===== config.mk =====
export PLATFORM = sky130hd
export DESIGN_NAME = beat_gen
export DESIGN_NICKNAME = d
export VERILOG_FILES = /design/src/rtl/beat_gen.sv
export SDC_FILE = /design/constraint.sdc
export NUM_CORES = 1
export LEC_CHECK = 0
export BUFFER_PORTS_ARGS = -buffer_cell sky130_fd_sc_hd__buf_2
export CORE_MARGIN = 2
export CORE_UTILIZATION = 53
export CTS_BUF_LIST = sky130_fd_sc_hd__clkbuf_4
export DETAILED_ROUTE_END_ITERATION = 10
export PLACE_DENSITY = 0.81
export SKIP_CTS_REPAIR_TIMING = 1
export SYNTH_ARGS = -nofsm -noshare
export SYNTH_HDL_FRONTEND = slang
export SYNTH_SLANG_ARGS = --single-unit

===== constraint.sdc =====
create_clock -name T3 -period 1.95 [get_ports T3]
set_input_delay 0.0975 -clock T3 [delete_from_list [all_inputs] [get_ports T3]]
set_output_delay 0.0975 -clock T3 [all_outputs]
set_load 0.03 [all_outputs]

===== src/rtl/beat_gen.sv =====
// Beat generator: sequences the W1/W2/W3 beats of each machine cycle, handles
// stop requests, the sticky ST0 flag and a wrapping machine-cycle counter.
module beat_gen (
  input  logic        T3,
  input  logic        CLR,
  input  logic        QD,
  input  logic        SHORT,
  input  logic        LONG,
  input  logic        STOP,
  input  logic        SST0,
  output logic [3:1]  W,
  output logic        RUN,
  output logic        ST0,
  output logic        LAST,
  output logic [15:0] CYCNT
);

  typedef enum logic {
    S_HALT = 1'b0,
    S_RUN  = 1'b1
  } state_t;

  localparam logic [3:1] W_NONE = 3'b000;
  localparam logic [3:1] W_1    = 3'b001;
  localparam logic [3:1] W_2    = 3'b010;
  localparam logic [3:1] W_3    = 3'b100;

  state_t      state_reg, state_next;
  logic [3:1]  w_reg, w_next;
  logic        stop_pend_reg, stop_pend_next;
  logic        st0_reg, st0_next;
  logic [15:0] cycnt_reg, cycnt_next;
  logic        last;

  // State register
  always_ff @(posedge T3 or negedge CLR) begin
    if (!CLR) begin
      state_reg     <= S_HALT;
      w_reg         <= W_NONE;
      stop_pend_reg <= 1'b0;
      st0_reg       <= 1'b0;
      cycnt_reg     <= 16'h0000;
    end else begin
      state_reg     <= state_next;
      w_reg         <= w_next;
      stop_pend_reg <= stop_pend_next;
      st0_reg       <= st0_next;
      cycnt_reg     <= cycnt_next;
    end
  end

  // Next-state logic
  always_comb begin
    state_next     = state_reg;
    w_next         = w_reg;
    stop_pend_next = stop_pend_reg;
    st0_next       = st0_reg;
    cycnt_next     = cycnt_reg;
    case (state_reg)
      S_HALT: begin
        stop_pend_next = 1'b0;
        w_next         = W_NONE;
        if (QD) begin
          state_next = S_RUN;
          w_next     = W_1;
        end
      end
      S_RUN: begin
        if (last) begin
          cycnt_next = cycnt_reg + 16'd1;
          if (SST0) st0_next = 1'b1;
          if (STOP || stop_pend_reg) begin
            state_next     = S_HALT;
            w_next         = W_NONE;
            stop_pend_next = 1'b0;
          end else begin
            w_next = W_1;
          end
        end else begin
          if (STOP) stop_pend_next = 1'b1;
          // Non-final beats only: W1 without SHORT, W2 with LONG; anything else recovers to W1
          case (w_reg)
            W_1:     w_next = W_2;
            W_2:     w_next = W_3;
            default: w_next = W_1;
          endcase
        end
      end
      default: begin
        state_next = S_HALT;
        w_next     = W_NONE;
      end
    endcase
  end

  // Output logic
  always_comb begin
    RUN   = (state_reg == S_RUN);
    last  = RUN & ((w_reg[1] & SHORT) | (w_reg[2] & ~LONG) | w_reg[3]);
    LAST  = last;
    W     = w_reg;
    ST0   = st0_reg;
    CYCNT = cycnt_reg;
  end

endmodule


After elaboration in Yosys (flattened, before gate mapping) --
Cells that the tools add are included.
Word-level totals: bits of input ports 7, output and inout bits 22, bits in registers 22, word-level logic and storage cells 34
Operators by class: reductions and logical operators 4, bitwise logic cells 7, mux-type cells 13, $add $sub $neg 1, eq/ne operators 4
Operators by type and width (count):
- $add A16 B1 Y16 const B | 1
- $pmux W3 S2 | 2
- $mux W1 | 8
- $pmux W1 S2 | 2
- $reduce_and A2 Y1 | 2
- $and A1 B1 Y1 | 3
- $eq A3 B1 Y1 const B | 1
- $eq A3 B2 Y1 const B | 1
- $mux W3 | 1
- $ne A3 B2 Y1 const B | 1
- $ne A3 B3 Y1 const B | 1
- $reduce_and A3 Y1 | 1
- $not A1 Y1 | 2
- $or A1 B1 Y1 | 2
- $logic_or A1 B1 Y1 | 1

Depth between registers and ports, before layout --
Gate-level depths: netlist of run 1.
depth in word-level cells 7, depth in mapped cells 5, depth with buffers taken out 4

Worst setup path before layout of run 1 --
Ideal clock, no wire load.
kind register to register, from register w_reg (netlist bit W[1]), to register cycnt_reg[1] (netlist: CYCNT[1]), data required time 1.822 ns, path slack 0.332 ns, setup time 0.128 ns, arrival time 1.490 ns, stages on the path, launching flop included 5, buffers on the path 1, clock period less this slack 1.618 ns, path through dfrtp_1 and2_4 o31a_1 buf_2 mux2_1
On the way: longest elaborated chain between the ends 5
Ends and longest elaborated chain:
- start: declaration | RTL line 29 | logic [3:1] w_reg, w_next;
- start signal: assignment | RTL line 45 | w_reg <= w_next;
- $and A1 B1 Y1 | RTL line 99 | last = RUN & ((w_reg[1] & SHORT) | (w_reg[2] & ~LONG) | w_reg[3]);
- $or A1 B1 Y1 (2 in a row) | RTL line 99
- $and A1 B1 Y1 | RTL line 99
- net LAST | RTL line 14 | output logic LAST,
- $reduce_and A2 Y1 (no line)
- end signal: assignment | RTL line 48 | cycnt_reg <= cycnt_next;
- end: declaration | RTL line 32 | logic [15:0] cycnt_reg, cycnt_next;
The timed path passes the listed nets, and every way through them passes these cells. A chain may end at the register's enable or synchronous reset.

Final worst setup path of run 1 --
from input LONG, to output LAST
On the way: longest elaborated chain between the ends 5
Ends and longest elaborated chain:
- start: declaration | RTL line 8 | input logic LONG,
- $not A1 Y1 | RTL line 99
- $and A1 B1 Y1 | RTL line 99
- $or A1 B1 Y1 (2 in a row) | RTL line 99
- $and A1 B1 Y1 | RTL line 99
- end: declaration | RTL line 14
No other way between the ends.

==> flow_summary_export.csv, run 1 <==
group,metric,value,unit
die,die_x,48.0,um
finish,largest_reg_flops,16,
routing,ant_nets,0,
critical_path,r2r-start,"W[2]",
sta,period_share,0.879,
finish,n_fill_cell,153,
finish,syn2layout_area_growth,24.1,%
power,power.net_switching,709,uW
critical_path,cp_max_fo,7,
critical_path,critPathRequiredTime,1.85,ns
finish,ff_latch_area,551,sq um
die,coreArea,1760,sq um
global_routing,grt_overflow,0,
clock_tree,numCtsBuffers,3,
power,p_comb_frac,0.383,
critical_path,critPathLaunchType,"primary input",
global_routing,grt_use_total,0.198,
sta,setup_ws,0.235,ns
clock_tree,cts_max_level,1,
routing,drt_iter0_markers,7,
routing,routed-via-count,774,
synth,syn_area,1030,sq um
finish,drive_gt1_frac,0.311,
clock_tree,cts_tree,"done",
power,p_int,995,uW
synth,synth_area_per_cell,11.7,sq um
finish,multiInputGateArea,444,sq um
clock_tree,clk_latency,0.30,ns
sta,skew,0.00868,ns
power,p_sw_frac,0.416,
die,core.rowCount,15,
critical_path,r2r.worst_path.cells,4,
critical_path,path_cells,"dlygate4sd3_1, buf_2, and2b_4, o31a_1, buf_2",
die,boundaryPins,29,
global_routing,grt_max_degree,23,
finish,utilization,0.722,
synth,ys_seq_area_frac,0.537,
finish,nNetsFinal,131,
synth,synth.net_count,96,
power,ir_drop,0.943,mV
synth,yosysWarnings,0,
clock_tree,clockRootBuffer,"clkbuf_4",
synth,postSynthCellCount,88,
sta,min_period,1.71,ns
placement,gp_congestion,0.729,
critical_path,crit_buf_inv,3,
power,leakage,0.621,nW
global_routing,grt_pass1_vias,730,
routing,wirelength,1990,um
worst_hold_path,min_from,"QD",
routing,firstDrtPassIters,4,
finish,instances_no_fill,147,
sta,setup_viol,0,
critical_path,critPathSlowestCell,"dlygate4sd3_1",
critical_path,crit_path_frequent_cell,"buf_2",
critical_path,reg2reg_slack,0.39,ns
sta,finalMaxSlewViolations,0,
critical_path,max_stage_delay,0.55,ns
global_routing,antenna_found_initial,0,
critical_path,cp_top_family,"buffers and inverters",
die,die_h,48.0,um
global_routing,grt_pass1_wl,3080,um
power,p_per_area,1340,nW/um^2
die,start_util,0.582,
outcome,status,"complete, no violations",
placement,dp.cells,139,
sta,setup_tns,0,ns
placement,post-place-ws,0.396,ns
clock_tree,numClockSinks,22,
sta,rsz0062_at_grt,"false",
critical_path,r2r_end,"CYCNT[8]",
sta,finalHoldViolations,0,
power,seqPwrFrac,0.416,
sta,fmax,0.583,GHz
critical_path,critPathKind,"in -> out",
sta,relSlewSlack,0.623,
routing,wl_per_cell,13.6,um
clock_tree,clk_pin_slew,0.12,ns
synth,synth.distinct_cells,28,
routing,drc,0,
worst_hold_path,hp-class,"in -> reg",
critical_path,cp.arrival,1.62,ns
power,p_clk_frac,0.201,
die,dieArea,2300,sq um
run,drv_cap,0,
worst_hold_path,hold_end,"RUN",
placement,portBuffers,28,
worst_hold_path,min_path_cells,3,
sta,worst_pin_slew,0.564,ns
synth,ys_ff_latch,22,
clock_tree,clockBufferDepth,2,
critical_path,critPathCaptureType,"output pin",
routing,vias_per_cell,5.27,
sta,hold_ws,0.0192,ns
placement,dp_hpwl,1430,um
finish,num_antenna_cells,0,
[tightest hold or removal path: cells and delay by family]
family                 cells  cell delay (ns)
AND/OR/NAND/NOR            2             0.12
buffers and inverters      1             0.07
[layer usage]
| layer | vias up | track usage | wire [um] |
|---|---|---|---|
| met5 | - | 0 | 0 |
| met4 | 0 | 0.124 | 42 |
| met3 | 6 | 0.0528 | 100 |
| met2 | 26 | 0.320 | 992 |
| met1 | 368 | 0.233 | 857 |
| li1 | 374 | - | - |
[cells in the final DEF, fill, tap and decap left out]
cell and n:
a21o_1 1, dfrtp_1 22, nand4_1 3, mux2_1 1
xor2_1 9, dlygate4sd3_1 4, ha_1 1, o31a_1 1
nor3_1 10, nand3_1 4, clkbuf_4 3, and2_4 1
nor2_1 4, buf_2 28, nor4_4 1, nor4_2 1
bufinv_16 1, a31oi_1 1, and4_1 1, nand2b_1 1
o311ai_4 1, or3_1 1, and4_4 1, inv_1 4
nor4_1 1, xnor2_1 7, nor4b_1 1, nand2_1 6
and2b_4 1, o21ai_0 1
[stage by stage]
step / area [sq um] / power, mW
floorplan: 1030 / 1.19
global placement: 1180 / 1.34
detailed placement: 1180 / 1.36
CTS: 1230 / 1.71
global route: 1270 / 1.81
finish: 1270 / 1.70
[cell type report]
type / count / share of cell area
well taps: 25 / 0.0246
repair buffers: 32 / 0.141
clock buffers: 3 / 0.0177
clock inverters: 1 / 0.0236
multi-input cells: 60 / 0.349
inverters: 4 / 0.0118
flip-flops and latches: 22 / 0.432
[power groups by stage]
stage	registers [mW]	logic, mW	clock network, mW
finish	0.709	0.653	0.343
global route	0.727	0.703	0.377
CTS	0.706	0.652	0.348
detailed placement	0.715	0.649	0
global placement	0.706	0.632	0
floorplan	0.880	0.309	0
[synthesized netlist by cell type]
master	instances	area, sq um
nor4b_1	1	8.76
xnor2_1	7	61.3
buf_6	1	11.3
o31a_1	1	8.76
and4_1	1	8.76
and4_4	1	11.3
mux2_1	1	11.3
buf_2	1	5.00
nand2_1	6	22.5
inv_1	4	15.0
nor3_1	10	50.1
a31oi_1	1	6.26
and2_4	1	8.76
ha_1	1	12.5
nor2_1	4	15.0
a21o_1	1	7.51
xor2_1	9	78.8
o311ai_4	1	26.3
nand2b_1	1	6.26
nor4_4	1	21.3
and2b_4	1	10.0
nand3_1	4	20.0
nor4_1	1	6.26
or3_1	1	6.26
o21ai_0	1	5.00
nor4_2	1	12.5
nand4_1	3	18.8
dfrtp_1	22	551
[worst max-delay path by stage]
| stage | from | endpoint | slack [ns] | cells after the start |
|---|---|---|---|---|
| 3_5_place_dp | W[1] | CYCNT[8] | 0.40 | 4 |
| 3_3_place_gp | W[1] | CYCNT[13] | 0.45 | 4 |
| 6_report | LONG | LAST | 0.24 | 5 |
| 5_1_grt | LONG | LAST | 0.18 | 5 |
| 2_1_floorplan | W[1] | CYCNT[1] | 0.33 | 4 |
| 4_1_cts | W[1] | LAST | 0.34 | 3 |
[kinds of logic (layout without fill, tap and decap cells)]
logic type / Yosys count / after routing / synth area share
xor gates and xnor gates: 16 / 16 / 0.137
AOI/OAI and AO/OA: 5 / 5 / 0.0524
buffers and inverters: 6 / 40 / 0.0305
muxes: 1 / 1 / 0.0110
and+or+nand+nor: 37 / 37 / 0.221
adders and majority gates: 1 / 1 / 0.0122
DFF: 22 / 22 / 0.537
Power figures use the tool's default switching activity.
==> run 2, diff against run 1 <==
--- a/config.mk
+++ b/config.mk
@@ -5,9 +5,10 @@
 export SDC_FILE = /design/constraint.sdc
 export NUM_CORES = 1
 export LEC_CHECK = 0
+export ABC_AREA = 1
 export BUFFER_PORTS_ARGS = -buffer_cell sky130_fd_sc_hd__buf_2
 export CORE_MARGIN = 2
-export CORE_UTILIZATION = 53
+export CORE_UTILIZATION = 54
 export CTS_BUF_LIST = sky130_fd_sc_hd__clkbuf_4
 export DETAILED_ROUTE_END_ITERATION = 10
 export PLACE_DENSITY = 0.81
==> run 2 against run 1 <==
Total power is 9.5% lower. Critical endpoint unchanged. Largest power group is now combinational logic. Via count is 27% higher. Count of clock-buffer cells in the layout stayed put.
==> flow_summary_export.csv, run 2 <==
group,metric,value,unit
critical_path,r2r.worst_path.cells,8,
clock_tree,cts_max_level,1,
synth,synth_area_per_cell,8.44,sq um
critical_path,cp.arrival,1.42,ns
synth,yosysWarnings,0,
sta,skew,0.00978,ns
finish,nNetsFinal,177,
worst_hold_path,min_from,"SST0",
power,seqPwrFrac,0.431,
synth,async_reset_ff_frac,1.00,
clock_tree,clk_pin_slew,0.11,ns
clock_tree,numClockSinks,22,
clock_tree,clk_latency,0.31,ns
power,p_clk_frac,0.134,
sta,hold_ws,0.0358,ns
synth,synth_top_cell_area_share,0.483,
global_routing,grt_overflow,0,
synth,ys_ff_latch,22,
power,power.net_switching,728,uW
synth,yosysMostFrequentCell,"nand2_1",
placement,dp.cells,190,
global_routing,grt_max_degree,23,
finish,drive_gt1_frac,0.269,
sta,setup_tns,0,ns
sta,period_share,0.780,
synth,syn_area,1140,sq um
finish,final_cell_mix,"nand2_1, buf_2, dfrtp_1, nor2_1, inv_1",
power,leakage,0.692,nW
synth,netlist_top_cells_count,"nand2_1, dfrtp_1, nor2_1",
finish,num_antenna_cells,0,
critical_path,critPathCaptureType,"output pin",
die,die_h,49.9,um
placement,dp_hpwl,1720,um
critical_path,critPathLaunchType,"flop",
sta,setup_viol,0,
worst_hold_path,min_path_cells,2,
finish,utilization,0.679,
finish,instances_no_fill,194,
die,boundaryPins,29,
clock_tree,cts_tree,"done",
routing,drc,0,
power,p_sw_frac,0.472,
routing,wl_per_cell,11.9,um
routing,drt_iter0_markers,16,
critical_path,critPathKind,"reg -> out",
routing,wirelength,2310,um
synth,synthFlopType,"dfrtp_1",
synth,synth_area_leaders,"dfrtp_1, nand2_1, nor2_4, nor2_1, xnor2_1",
clock_tree,clockBufferDepth,2,
power,p_per_area,1150,nW/um^2
critical_path,reg2reg_slack,0.57,ns
synth,synth_edf_count,0,
die,coreArea,1980,sq um
synth,synth_fa_ha_area_frac,0.0110,
clock_tree,clockRootBuffer,"clkbuf_4",
sta,finalMaxSlewViolations,0,
power,p_int,814,uW
outcome,status,"complete, no violations",
die,dieArea,2490,sq um
synth,ys_seq_area_frac,0.483,
sta,relSlewSlack,0.672,
run,drv_cap,0,
routing,routed-via-count,985,
synth,synth_xor_area_frac,0.0692,
routing,vias_per_cell,5.08,
die,start_util,0.575,
global_routing,grt_pass1_wl,3880,um
placement,portBuffers,28,
sta,finalHoldViolations,0,
finish,syn2layout_area_growth,18.1,%
global_routing,grt_use_total,0.206,
routing,firstDrtPassIters,4,
die,die_x,49.9,um
sta,min_period,1.52,ns
synth,synth.net_count,143,
synth,synth_top_cell_by_area,"dfrtp_1",
synth,synth_top_family_by_area,"simple AND/OR/NAND/NOR gates",
finish,largest_reg_flops,16,
global_routing,grt_pass1_vias,899,
synth,synth_mux_area_frac,0,
sta,worst_pin_slew,0.492,ns
critical_path,r2r-start,"CYCNT[0]",
critical_path,r2r_end,"CYCNT[14]",
power,p_comb_frac,0.435,
die,core.rowCount,16,
placement,gp_congestion,0.803,
worst_hold_path,hp-class,"in -> reg",
clock_tree,numCtsBuffers,3,
synth,synth_compound_area_frac,0.0143,
synth,postSynthCellCount,135,
sta,fmax,0.658,GHz
global_routing,antenna_found_initial,0,
synth,synth.distinct_cells,18,
synth,synth-simple-area-share,0.390,
routing,ant_nets,0,
worst_hold_path,hold_end,"ST0",
critical_path,critPathRequiredTime,1.85,ns
sta,rsz0062_at_grt,"false",
power,ir_drop,0.949,mV
critical_path,cp_max_fo,8,
finish,final_common_cell,"nand2_1",
## run 2: cell count changes in the layout (fill, tap and decap cells not counted), moves of 3 or more
cell and delta:
dlygate4sd3_1 -3, inv_1 +6, nand2_1 +43, nand2_2 +3
nand3b_1 +3, nor2_1 +10, nor2_4 +5, nor3_1 -9
xor2_1 -5
## run 2: critical path, cell delays in order (launching register included)
cell and delay, ns:
dfrtp_1 0.39, inv_1 0.07, nor2_1 0.13, nor2_2 0.09, nor2_4 0.20, buf_2 0.24
## run 2: layout make-up
| type | count | area, sq um |
|---|---|---|
| Fill cell | 161 | 636 |
| Multi-Input combinational cell | 103 | 552 |
| Sequential cell | 22 | 551 |
| Timing Repair Buffer | 29 | 150 |
| Inverter | 10 | 37.5 |
| Tap cell | 27 | 33.8 |
| Clock buffer | 3 | 22.5 |
## run 2: worst max path at each step
| stage | startpoint | end | slack, ns |
|---|---|---|---|
| finish | W[2] | LAST | 0.43 |
| CTS | W[2] | LAST | 0.42 |
| global placement | CYCNT[0] | CYCNT[14] | 0.64 |
| detailed placement | CYCNT[0] | CYCNT[12] | 0.59 |
| global route | RUN | LAST | 0.35 |
| floorplan | CYCNT[0] | CYCNT[12] | 0.48 |
## run 2: power by group through the flow
stage	Combinational, mW	Clock, mW	Sequential [mW]
CTS	0.674	0.212	0.665
global route	0.735	0.226	0.680
finish	0.671	0.207	0.665
detailed placement	0.672	0	0.675
floorplan	0.334	0	0.822
global placement	0.661	0	0.663
## run 2: routing by layer
metal  global-route usage  share of wire  up-vias
met5                    0              0        -
li1                     -              -      493
met2                0.356           0.49       22
met3               0.0303          0.043        5
met1                0.257           0.45      465
met4               0.0833          0.015        0
## run 2: logic make-up (layout without fill, tap and decap cells)
kind of cell               after synthesis  after routing
and+or+nand+nor                         91             91
DFF                                     22             22
buffers and inverters                   10             42
xor gates and xnor gates                 9              9
AOI/OAI and AO/OA                        2              2
adders and majority gates                1              1
## run 2: per-stage QoR
step           worst slack (ns)  power (mW)  instance area [sq um]
2_1_floorplan             0.478        1.16                   1140
3_3_place_gp              0.644        1.32                   1310
3_5_place_dp              0.593        1.35                   1310
4_1_cts                   0.423        1.55                   1340
5_1_grt                   0.348        1.64                   1350
6_report                  0.430        1.54                   1350
